==> src/rtl/bfp_mul_pipe.sv <==
// Pipelined FP multiplier (default bfloat16), RNE, FTZ; BFP_MUL_FLAGS_EN adds out_flags.
// Latency 3 cycles accept-to-out_valid, throughput 1/cycle.
// Global stall: every stage holds while out_valid & !out_ready; in_ready follows.
module bfp_mul_pipe #(
   parameter int EXP_W = 8,
   parameter int MAN_W = 7,
   parameter int N_BIT = 1 + EXP_W + MAN_W
) (
   input  logic             clk,
   input  logic             rst_n,
   input  logic             in_valid,
   output logic             in_ready,
   input  logic [N_BIT-1:0] a,
   input  logic [N_BIT-1:0] b,
   output logic             out_valid,
   input  logic             out_ready,
   output logic [N_BIT-1:0] out_data
`ifdef BFP_MUL_FLAGS_EN
   ,output logic [3:0]      out_flags
`endif
);

   localparam int SIG_W = MAN_W + 1;
   localparam int PW    = 2 * SIG_W;
   localparam int EW    = EXP_W + 2;
   localparam logic signed [EW-1:0] BIAS  = EW'((1 << (EXP_W - 1)) - 1);
   localparam logic signed [EW-1:0] E_MAX = EW'((1 << EXP_W) - 1);
   localparam logic [N_BIT-1:0] QNAN = {1'b0, {EXP_W{1'b1}}, 1'b1, {(MAN_W-1){1'b0}}};

   logic en;
   assign en       = !out_valid || out_ready;
   assign in_ready = en;

   // ---------------- S1: classify, exponent sum, significand product
   logic [EXP_W-1:0] ea, eb;
   logic [MAN_W-1:0] fa, fb;
   logic [SIG_W-1:0] sig_a, sig_b;
   logic             a_zero, b_zero, a_nan, b_nan, a_inf, b_inf;
   logic signed [EW-1:0] e_sum;
   logic [PW-1:0]    cs_sum, cs_cry, prod;

   assign ea     = a[N_BIT-2 -: EXP_W];
   assign eb     = b[N_BIT-2 -: EXP_W];
   assign fa     = a[MAN_W-1:0];
   assign fb     = b[MAN_W-1:0];
   assign sig_a  = {1'b1, fa};
   assign sig_b  = {1'b1, fb};
   assign a_zero = (ea == '0);
   assign b_zero = (eb == '0);
   assign a_nan  = (&ea) && (|fa);
   assign b_nan  = (&eb) && (|fb);
   assign a_inf  = (&ea) && !(|fa);
   assign b_inf  = (&eb) && !(|fb);
   assign e_sum  = $signed({2'b00, ea}) + $signed({2'b00, eb}) - BIAS;

   // Partial products folded one row at a time through 3:2 compressors;
   // bits carried past PW are dropped since the true product fits in PW.
   always_comb begin : csa_tree
      logic [PW-1:0] pp, x, y;
      cs_sum = '0;
      cs_cry = '0;
      for (int i = 0; i < SIG_W; i++) begin
         pp     = sig_b[i] ? (PW'(sig_a) << i) : '0;
         x      = cs_sum;
         y      = cs_cry;
         cs_sum = x ^ y ^ pp;
         cs_cry = ((x & y) | (x & pp) | (y & pp)) << 1;
      end
   end
   assign prod = cs_sum + cs_cry;

   logic                 s1_vld, s1_sign, s1_nan, s1_inf, s1_zero;
   logic signed [EW-1:0] s1_exp;
   logic [PW-1:0]        s1_prod;

   always_ff @(posedge clk or negedge rst_n) begin
      if (!rst_n) begin
         s1_vld  <= 1'b0;
         s1_sign <= 1'b0;
         s1_nan  <= 1'b0;
         s1_inf  <= 1'b0;
         s1_zero <= 1'b0;
         s1_exp  <= '0;
         s1_prod <= '0;
      end else if (en) begin
         s1_vld  <= in_valid;
         s1_sign <= a[N_BIT-1] ^ b[N_BIT-1];
         s1_nan  <= a_nan || b_nan;
         s1_inf  <= a_inf || b_inf;
         s1_zero <= a_zero || b_zero;
         s1_exp  <= e_sum;
         s1_prod <= prod;
      end
   end

   // ---------------- S2: normalise and round to nearest even
   // norm drops the hidden bit: fraction, then guard, then sticky bits.
   logic [PW-2:0]        norm;
   logic [MAN_W-1:0]     frac, frac_rnd;
   logic                 guard, sticky, rnd_up, rnd_cry;
   logic signed [EW-1:0] e_norm;

   assign norm     = s1_prod[PW-1] ? s1_prod[PW-2:0] : {s1_prod[PW-3:0], 1'b0};
   assign frac     = norm[PW-2 -: MAN_W];
   assign guard    = norm[MAN_W];
   assign sticky   = |norm[MAN_W-1:0];
   assign rnd_up   = guard && (sticky || frac[0]);
   assign rnd_cry  = rnd_up && (&frac);
   assign frac_rnd = frac + {{(MAN_W-1){1'b0}}, rnd_up};
   assign e_norm   = s1_exp + {{(EW-1){1'b0}}, s1_prod[PW-1]} + {{(EW-1){1'b0}}, rnd_cry};

   logic                 s2_vld, s2_sign, s2_nan, s2_inf, s2_zero;
   logic signed [EW-1:0] s2_exp;
   logic [MAN_W-1:0]     s2_frac;

   always_ff @(posedge clk or negedge rst_n) begin
      if (!rst_n) begin
         s2_vld  <= 1'b0;
         s2_sign <= 1'b0;
         s2_nan  <= 1'b0;
         s2_inf  <= 1'b0;
         s2_zero <= 1'b0;
         s2_exp  <= '0;
         s2_frac <= '0;
      end else if (en) begin
         s2_vld  <= s1_vld;
         s2_sign <= s1_sign;
         s2_nan  <= s1_nan;
         s2_inf  <= s1_inf;
         s2_zero <= s1_zero;
         s2_exp  <= e_norm;
         s2_frac <= frac_rnd;
      end
   end

   // ---------------- S3: special values, range check, pack
   logic             sp_nan, finite, ovf, unf;
   logic [N_BIT-1:0] res;

   assign sp_nan = s2_nan || (s2_inf && s2_zero);
   assign finite = !(s2_nan || s2_inf || s2_zero);
   assign ovf    = finite && (s2_exp >= E_MAX);
   assign unf    = finite && (s2_exp[EW-1] || (s2_exp == '0));

   always_comb begin
      res = {s2_sign, s2_exp[EXP_W-1:0], s2_frac};
      if (sp_nan)
         res = QNAN;
      else if (s2_inf || ovf)
         res = {s2_sign, {EXP_W{1'b1}}, {MAN_W{1'b0}}};
      else if (s2_zero || unf)
         res = {s2_sign, {(N_BIT-1){1'b0}}};
   end

   always_ff @(posedge clk or negedge rst_n) begin
      if (!rst_n) begin
         out_valid <= 1'b0;
         out_data  <= '0;
      end else if (en) begin
         out_valid <= s2_vld;
         out_data  <= res;
      end
   end

`ifdef BFP_MUL_FLAGS_EN
   logic s2_inexact;

   always_ff @(posedge clk or negedge rst_n) begin
      if (!rst_n) begin
         s2_inexact <= 1'b0;
         out_flags  <= '0;
      end else if (en) begin
         s2_inexact <= guard || sticky;
         out_flags  <= {sp_nan, ovf, unf, ovf || unf || (finite && s2_inexact)};
      end
   end
`endif

endmodule
==> config.mk <==
export PLATFORM = sky130hd
export DESIGN_NAME = bfp_mul_pipe
export DESIGN_NICKNAME = d
export VERILOG_FILES = /design/src/rtl/bfp_mul_pipe.sv
export SDC_FILE = /design/constraint.sdc
export NUM_CORES = 1
export LEC_CHECK = 0
export ABC_AREA = 1
export CORE_MARGIN = 1.5
export CORE_UTILIZATION = 53
export CTS_CLUSTER_DIAMETER = 150
export DETAILED_ROUTE_END_ITERATION = 10
export GPL_TIMING_DRIVEN = 0
export PLACE_DENSITY = 0.78
export SKIP_CTS_REPAIR_TIMING = 1
export SYNTH_ARGS = -nofsm -noshare
export SYNTH_HDL_FRONTEND = slang
export SYNTH_SLANG_ARGS = --single-unit
==> constraint.sdc <==
create_clock -name clk -period 2.5 [get_ports clk]
set_clock_uncertainty 0.1 [all_clocks]
set_input_delay 0.5 -clock clk [delete_from_list [all_inputs] [get_ports clk]]
set_output_delay 0.5 -clock clk [all_outputs]
set_load 0.02 [all_outputs]
Word-level counts from Yosys, hierarchy flattened --
Cells that the tools add are included. Widths: inputs -> output; s select.
Word-level totals: bits in registers 70, input bits 36, output and inout port bits 18, logic and storage cells 112
Cells by class: $add $sub $neg 6, $lt $le $gt $ge 1, muxes and demuxes 11, bitwise operators 45, reduce and logical (&&, ||, !) cells 33
Operator list (number):
- $mux 15 | 3
- $and 14x15->15 | 2
- $or 15x15->15 | 2
- $and 13x14->14 | 2
- $or 14x14->14 | 2
- $and 12x13->13 | 2
- $or 13x13->13 | 2
- $and 11x12->12 | 2
- $or 12x12->12 | 2
- $and 10x11->11 | 2
- $or 11x11->11 | 2
- $reduce_or 7->1 | 3
- $add 10x1->10 | 2
- $and 9x10->10 | 2
- $or 10x10->10 | 2
- $add 15x16->16 | 1
- $logic_not 8->1 | 2
- $mux 16 | 1
- $reduce_and 8->1 | 2
- $and 15x15->15 | 1
- $xor 14x15->15 | 1
- $xor 15x15->15 | 1
- $and 14x14->14 | 1
- $mux 14 | 1
- other kinds (32) | 53

Longest topological paths before layout --
depth after elaboration 21, gate-level depth with buffers 23, gate-level depth less buffers 22

Least setup slack after synthesis --
OpenSTA, ideal clock, no wires.
path type input to register, start point in a[6], end point reg s1_prod[12], arrival time 5214 ps, data required time 2270 ps, path slack -2944 ps, cell stages on the path 23, path buffers 1, cells stage by stage clkbuf_1 > nand2_1 > inv_1 > ha_1 > inv_1 > fa_1 > fa_1 > fa_1 > inv_1 > fa_1 > fa_1 > inv_1 > fa_1 > inv_1 > ha_1 > inv_1 > fa_1 > inv_1 > nand2_1 > a21oi_1 > o21ai_0 > nand2_1 > o22ai_1
On the way: cells in the longest elaborated chain, start to end 21
RTL lines:
- from (decl) | RTL line 13 | input logic [N_BIT-1:0] a,
- $mux 8 | RTL line 63 | pp = sig_b[i] ? (PW'(sig_a) << i) : '0;
- $xor 8x9->9 | RTL line 66 | cs_sum = x ^ y ^ pp;
- $and 9x10->10 | RTL line 67 | cs_cry = ((x & y) | (x & pp) | (y & pp)) << 1;
- $or 10x10->10 (2 in a row) | RTL line 67
- $and 10x11->11 | RTL line 67
- $or 11x11->11 (2 in a row) | RTL line 67
- $and 11x12->12 | RTL line 67
- $or 12x12->12 (2 in a row) | RTL line 67
- $and 12x13->13 | RTL line 67
- $or 13x13->13 (2 in a row) | RTL line 67
- $and 13x14->14 | RTL line 67
- $or 14x14->14 (2 in a row) | RTL line 67
- $and 14x15->15 | RTL line 67
- $or 15x15->15 (2 in a row) | RTL line 67
- $add 15x16->16 * | RTL line 70 | assign prod = cs_sum + cs_cry;
- to (signal assigned) | RTL line 92 | s1_prod <= prod;
- to (decl) | RTL line 74 | logic [PW-1:0] s1_prod;
Mark *: on every way between the ends. The rest lies on a longest branch, timed or not. A chain may end at the register's enable or synchronous reset.

Final worst setup path --
start point in b[1], end point reg s1_prod[12]
On the way: cells in the longest elaborated chain, start to end 21
RTL lines:
- from (decl) | RTL line 14 | input logic [N_BIT-1:0] b,
- $mux 9 * | RTL line 63
- $xor 8x9->9 / $and 8x9->9 (equally long branches) | RTL line 66, 67
- $and 9x10->10 | RTL line 67
- $or 10x10->10 (2 in a row) | RTL line 67
- $and 10x11->11 | RTL line 67
- $or 11x11->11 (2 in a row) | RTL line 67
- $and 11x12->12 | RTL line 67
- $or 12x12->12 (2 in a row) | RTL line 67
- $and 12x13->13 | RTL line 67
- $or 13x13->13 (2 in a row) | RTL line 67
- $and 13x14->14 | RTL line 67
- $or 14x14->14 (2 in a row) | RTL line 67
- $and 14x15->15 | RTL line 67
- $or 15x15->15 (2 in a row) | RTL line 67
- $add 15x16->16 * | RTL line 70
Marked as above.

==> qor.txt <==
Synth warn = 0
#FFs+latches synth = 70
Logic pwr share = 59.2%
Average cell area after synthesis = 7.806 um^2
Syn_nets = 801
Die area = 10780 um^2
Grt ovf = 0
Max cap viols = 0
TritonCTS Buffers = 9
Tcrit/Tclk final = 195.9%
H-tree depth = 3
Antenna Nets Post-Route = 0
Nets = 881
Measured slew at the worst slew-check pin = 0.8343 ns
Worst Path Required = 2.63 ns
Final Power = 7160 uW
Pint = 4056 uW
Synth Instances = 690
Worst Slack Setup Final = -2.397 ns
Layout Utilization = 69.83%
Synth top area share = 32.52%
Synthesized area = 5386 um^2
Clock transition at the registers of the reported paths = 0.08 ns
CTS Buffer Depth = 2
Switching Share = 43.35%
Largest cells by area after synthesis = dfrtp_1 (33%), fa_1 (17%), nand2_1 (13%)
I/O Buffers = 47
CP top delay family = adder cells
CP bufs+invs = 9
Worst-path maximum fanout = 5
Critical Path End Type = register
DP Wirelength = 9.183 mm
WP data arrival = 5.03 ns
Final Hold Fails = 0
Via Count = 4777
Average wire per standard cell = 14.06 um
Failing checks = setup timing
Unrepaired setup endpoints after global routing = true
Dpl ws = -3.236 ns
Max Freq = 204.2 MHz
Total global-route track usage = 22.36%
Flop pwr share = 27.1%
Kind of critical path = input port to register
Root buf cell = clkbuf_8
CP startpoint kind = input port
First-pass GRT wire length = 19.77 mm
PwrDens = 1044 nW/um^2
Slew headroom = 44.38%
Worst path slowest cell = fa_2
CP max stage delay = 0.55 ns
Area Growth Syn to Fin = 27.29%
Finish-stage setup viols = 16
Commonest non-fill, non-tap cell in the layout = nand2_1
Vias in the first global route = 4444
CTS sink count = 70
Post-synthesis sequential area ratio = 32.52%
Largest net degree at the start of global routing = 71
Commonest non-fill, non-tap cells in the layout = nand2_1 (179), inv_1 (101), dfrtp_1 (69)
Crit path cell chain = buf_8 > buf_8 > nand2_4 > inv_4 > ha_4 > inv_2 > fa_2 > fa_2 > fa_1 > inv_1 > fa_2 > fa_2 > inv_2 > fa_2 > inv_2 > ha_4 > inv_2 > fa_2 > inv_2 > nand2_2 > a21oi_2 > o21ai_1 > nand2_1 > o22ai_2
Post-route DRC violation count = 0
Status = complete, but fails checks
Initial DRC Count = 287
IO Pins = 54
CTS tree = done
Share of cells above drive strength 1 = 18.97%
Drt total wl = 12.77 mm
Placer congestion estimate = 0.8992
Worst skew pair latency = 0.35 ns
Clock share of power = 13.7%
Leakage Power = 0.003410 uW
Crit-path most repeated cell = fa_2
Vias per cell = 5.261
Worst vdd ir = 608.6 uV
Row cnt = 36
Die extent in x = 103.8 um
Height of the die = 103.8 um
Worst hold path class = input port to asynchronous set/reset pin
DRT Pass-1 Iters = 4
Initial antenna violation count = 0
NetSw = 3104 uW
Core area = 9819 um^2
Min Tclk post-route = 4.897 ns
Slew Viols, Final = 0
Synth area leader = dfrtp_1
Starting density of the core = 54.85%
Synth unique cells = 34
Final hold slack = 0.1505 ns
# diodes = 0
## worst register-to-register path, stage by stage (launching register included)
cell     delay, ns
dfrtp_2       0.45
buf_6         0.15
buf_6         0.13
o21ai_2       0.12
inv_2         0.07
nor2_4        0.14
nand4_1       0.17
fa_2          0.41
inv_2         0.09
ha_4          0.15
nand3_4       0.09
nor2_4        0.17
nand2_2       0.09
nor2_4        0.13
nand2_1       0.06
nand2_1       0.06
a31oi_1       0.07
## Yosys cell counts, drive strengths merged
| master | instances |
|---|---|
| clkbuf | 22 |
| nand4 | 16 |
| a22oi | 1 |
| fa | 45 |
| inv | 122 |
| o211ai | 1 |
| nand2 | 193 |
| o21ai | 48 |
| a21oi | 21 |
| xnor2 | 2 |
| nor2 | 43 |
| dfrtp | 70 |
| xor2 | 3 |
| nor3 | 10 |
| o22ai | 5 |
| ha | 30 |
| buf | 8 |
| and2 | 1 |
| a31oi | 2 |
| nor4 | 5 |
| nand3 | 35 |
| or2 | 2 |
| o31ai | 3 |
| o21bai | 2 |
## cell families (layout without fill, tap and decap cells)
kind of cell               count (synthesis)  after routing  synth area share, %
and+or+nand+nor                          305            305                23.74
buffers and inverters                    152            237                10.96
AOI/OAI and AO/OA                         83             83                8.269
adders and majority gates                 75             75                23.69
DFF                                       70             70                32.52
xor gates and xnor gates                   5              5               0.8132
## metrics by stage
| step | std cells | setup TNS [ns] | cell area, um^2 |
|---|---|---|---|
| 2_1_floorplan | 690 | -22.16 | 5560 |
| 3_3_place_gp | 870 | -128.54 | 6197 |
| 3_5_place_dp | 870 | -32.12 | 6195 |
| 4_1_cts | 886 | -26.97 | 6409 |
| 5_1_grt | 908 | -22.50 | 6857 |
| 6_report | 908 | -20.89 | 6857 |
## worst paths after layout
kind / endpoint / from / depth (start not counted) / slack, ns
setup / recovery: s1_prod[12] / b[1] / 24 / -2.40
hold / removal: s2_exp[7] / rst_n / 1 / 0.15
setup reg to reg: s2_exp[8] / s1_prod[15] / 16 / -0.27
hold reg to reg: out_valid / s2_vld / 2 / 0.35
max in group asynchronous: s1_prod[15] / rst_n / 1 / 1.56
min in group clk: out_valid / s2_vld / 2 / 0.35
## registers in the layout, indices dropped and copies added, names as in the netlist
| signal | flops |
|---|---|
| out_data | 16 |
| s1_prod | 16 |
| s1_exp | 10 |
| s2_exp | 10 |
| s2_frac | 7 |
| out_valid | 1 |
| s1_inf | 1 |
| s1_nan | 1 |
| s1_sign | 1 |
| s1_vld | 1 |
| s1_zero | 1 |
| s2_inf | 1 |
| s2_nan | 1 |
| s2_sign | 1 |
| s2_vld | 1 |
| s2_zero | 1 |
## area by class of cell
class                           count  area (um^2)
Buffer                             29        225.2
Sequential cell                    70         1753
Timing Repair Buffer               70        660.6
Fill cell                         805         2963
Clock inverter                      6        86.33
Clock buffer                       10        127.6
Tap cell                          133        166.4
Inverter                          122        470.5
Multi-Input combinational cell    468         3367
## layer usage
metal / part of all wire, % / global-route usage, % / vias up
li1: - / - / 2311
met1: 43 / 29.32 / 2302
met2: 50 / 37.65 / 141
met3: 5.1 / 3.650 / 23
met4: 2.0 / 7.837 / 0
met5: 0 / 0 / -
## power groups by stage
stage | sequential [uW] | clock (uW) | combinational [uW]
after floorplan | 2020 | 0 | 2410
after global placement | 1910 | 0 | 3390
after detailed placement | 1920 | 0 | 3490
after CTS | 1910 | 1000 | 3520
after global routing | 2000 | 1030 | 4700
final | 1940 | 984 | 4240
No activity file was read; power rests on OpenSTA's default activity.
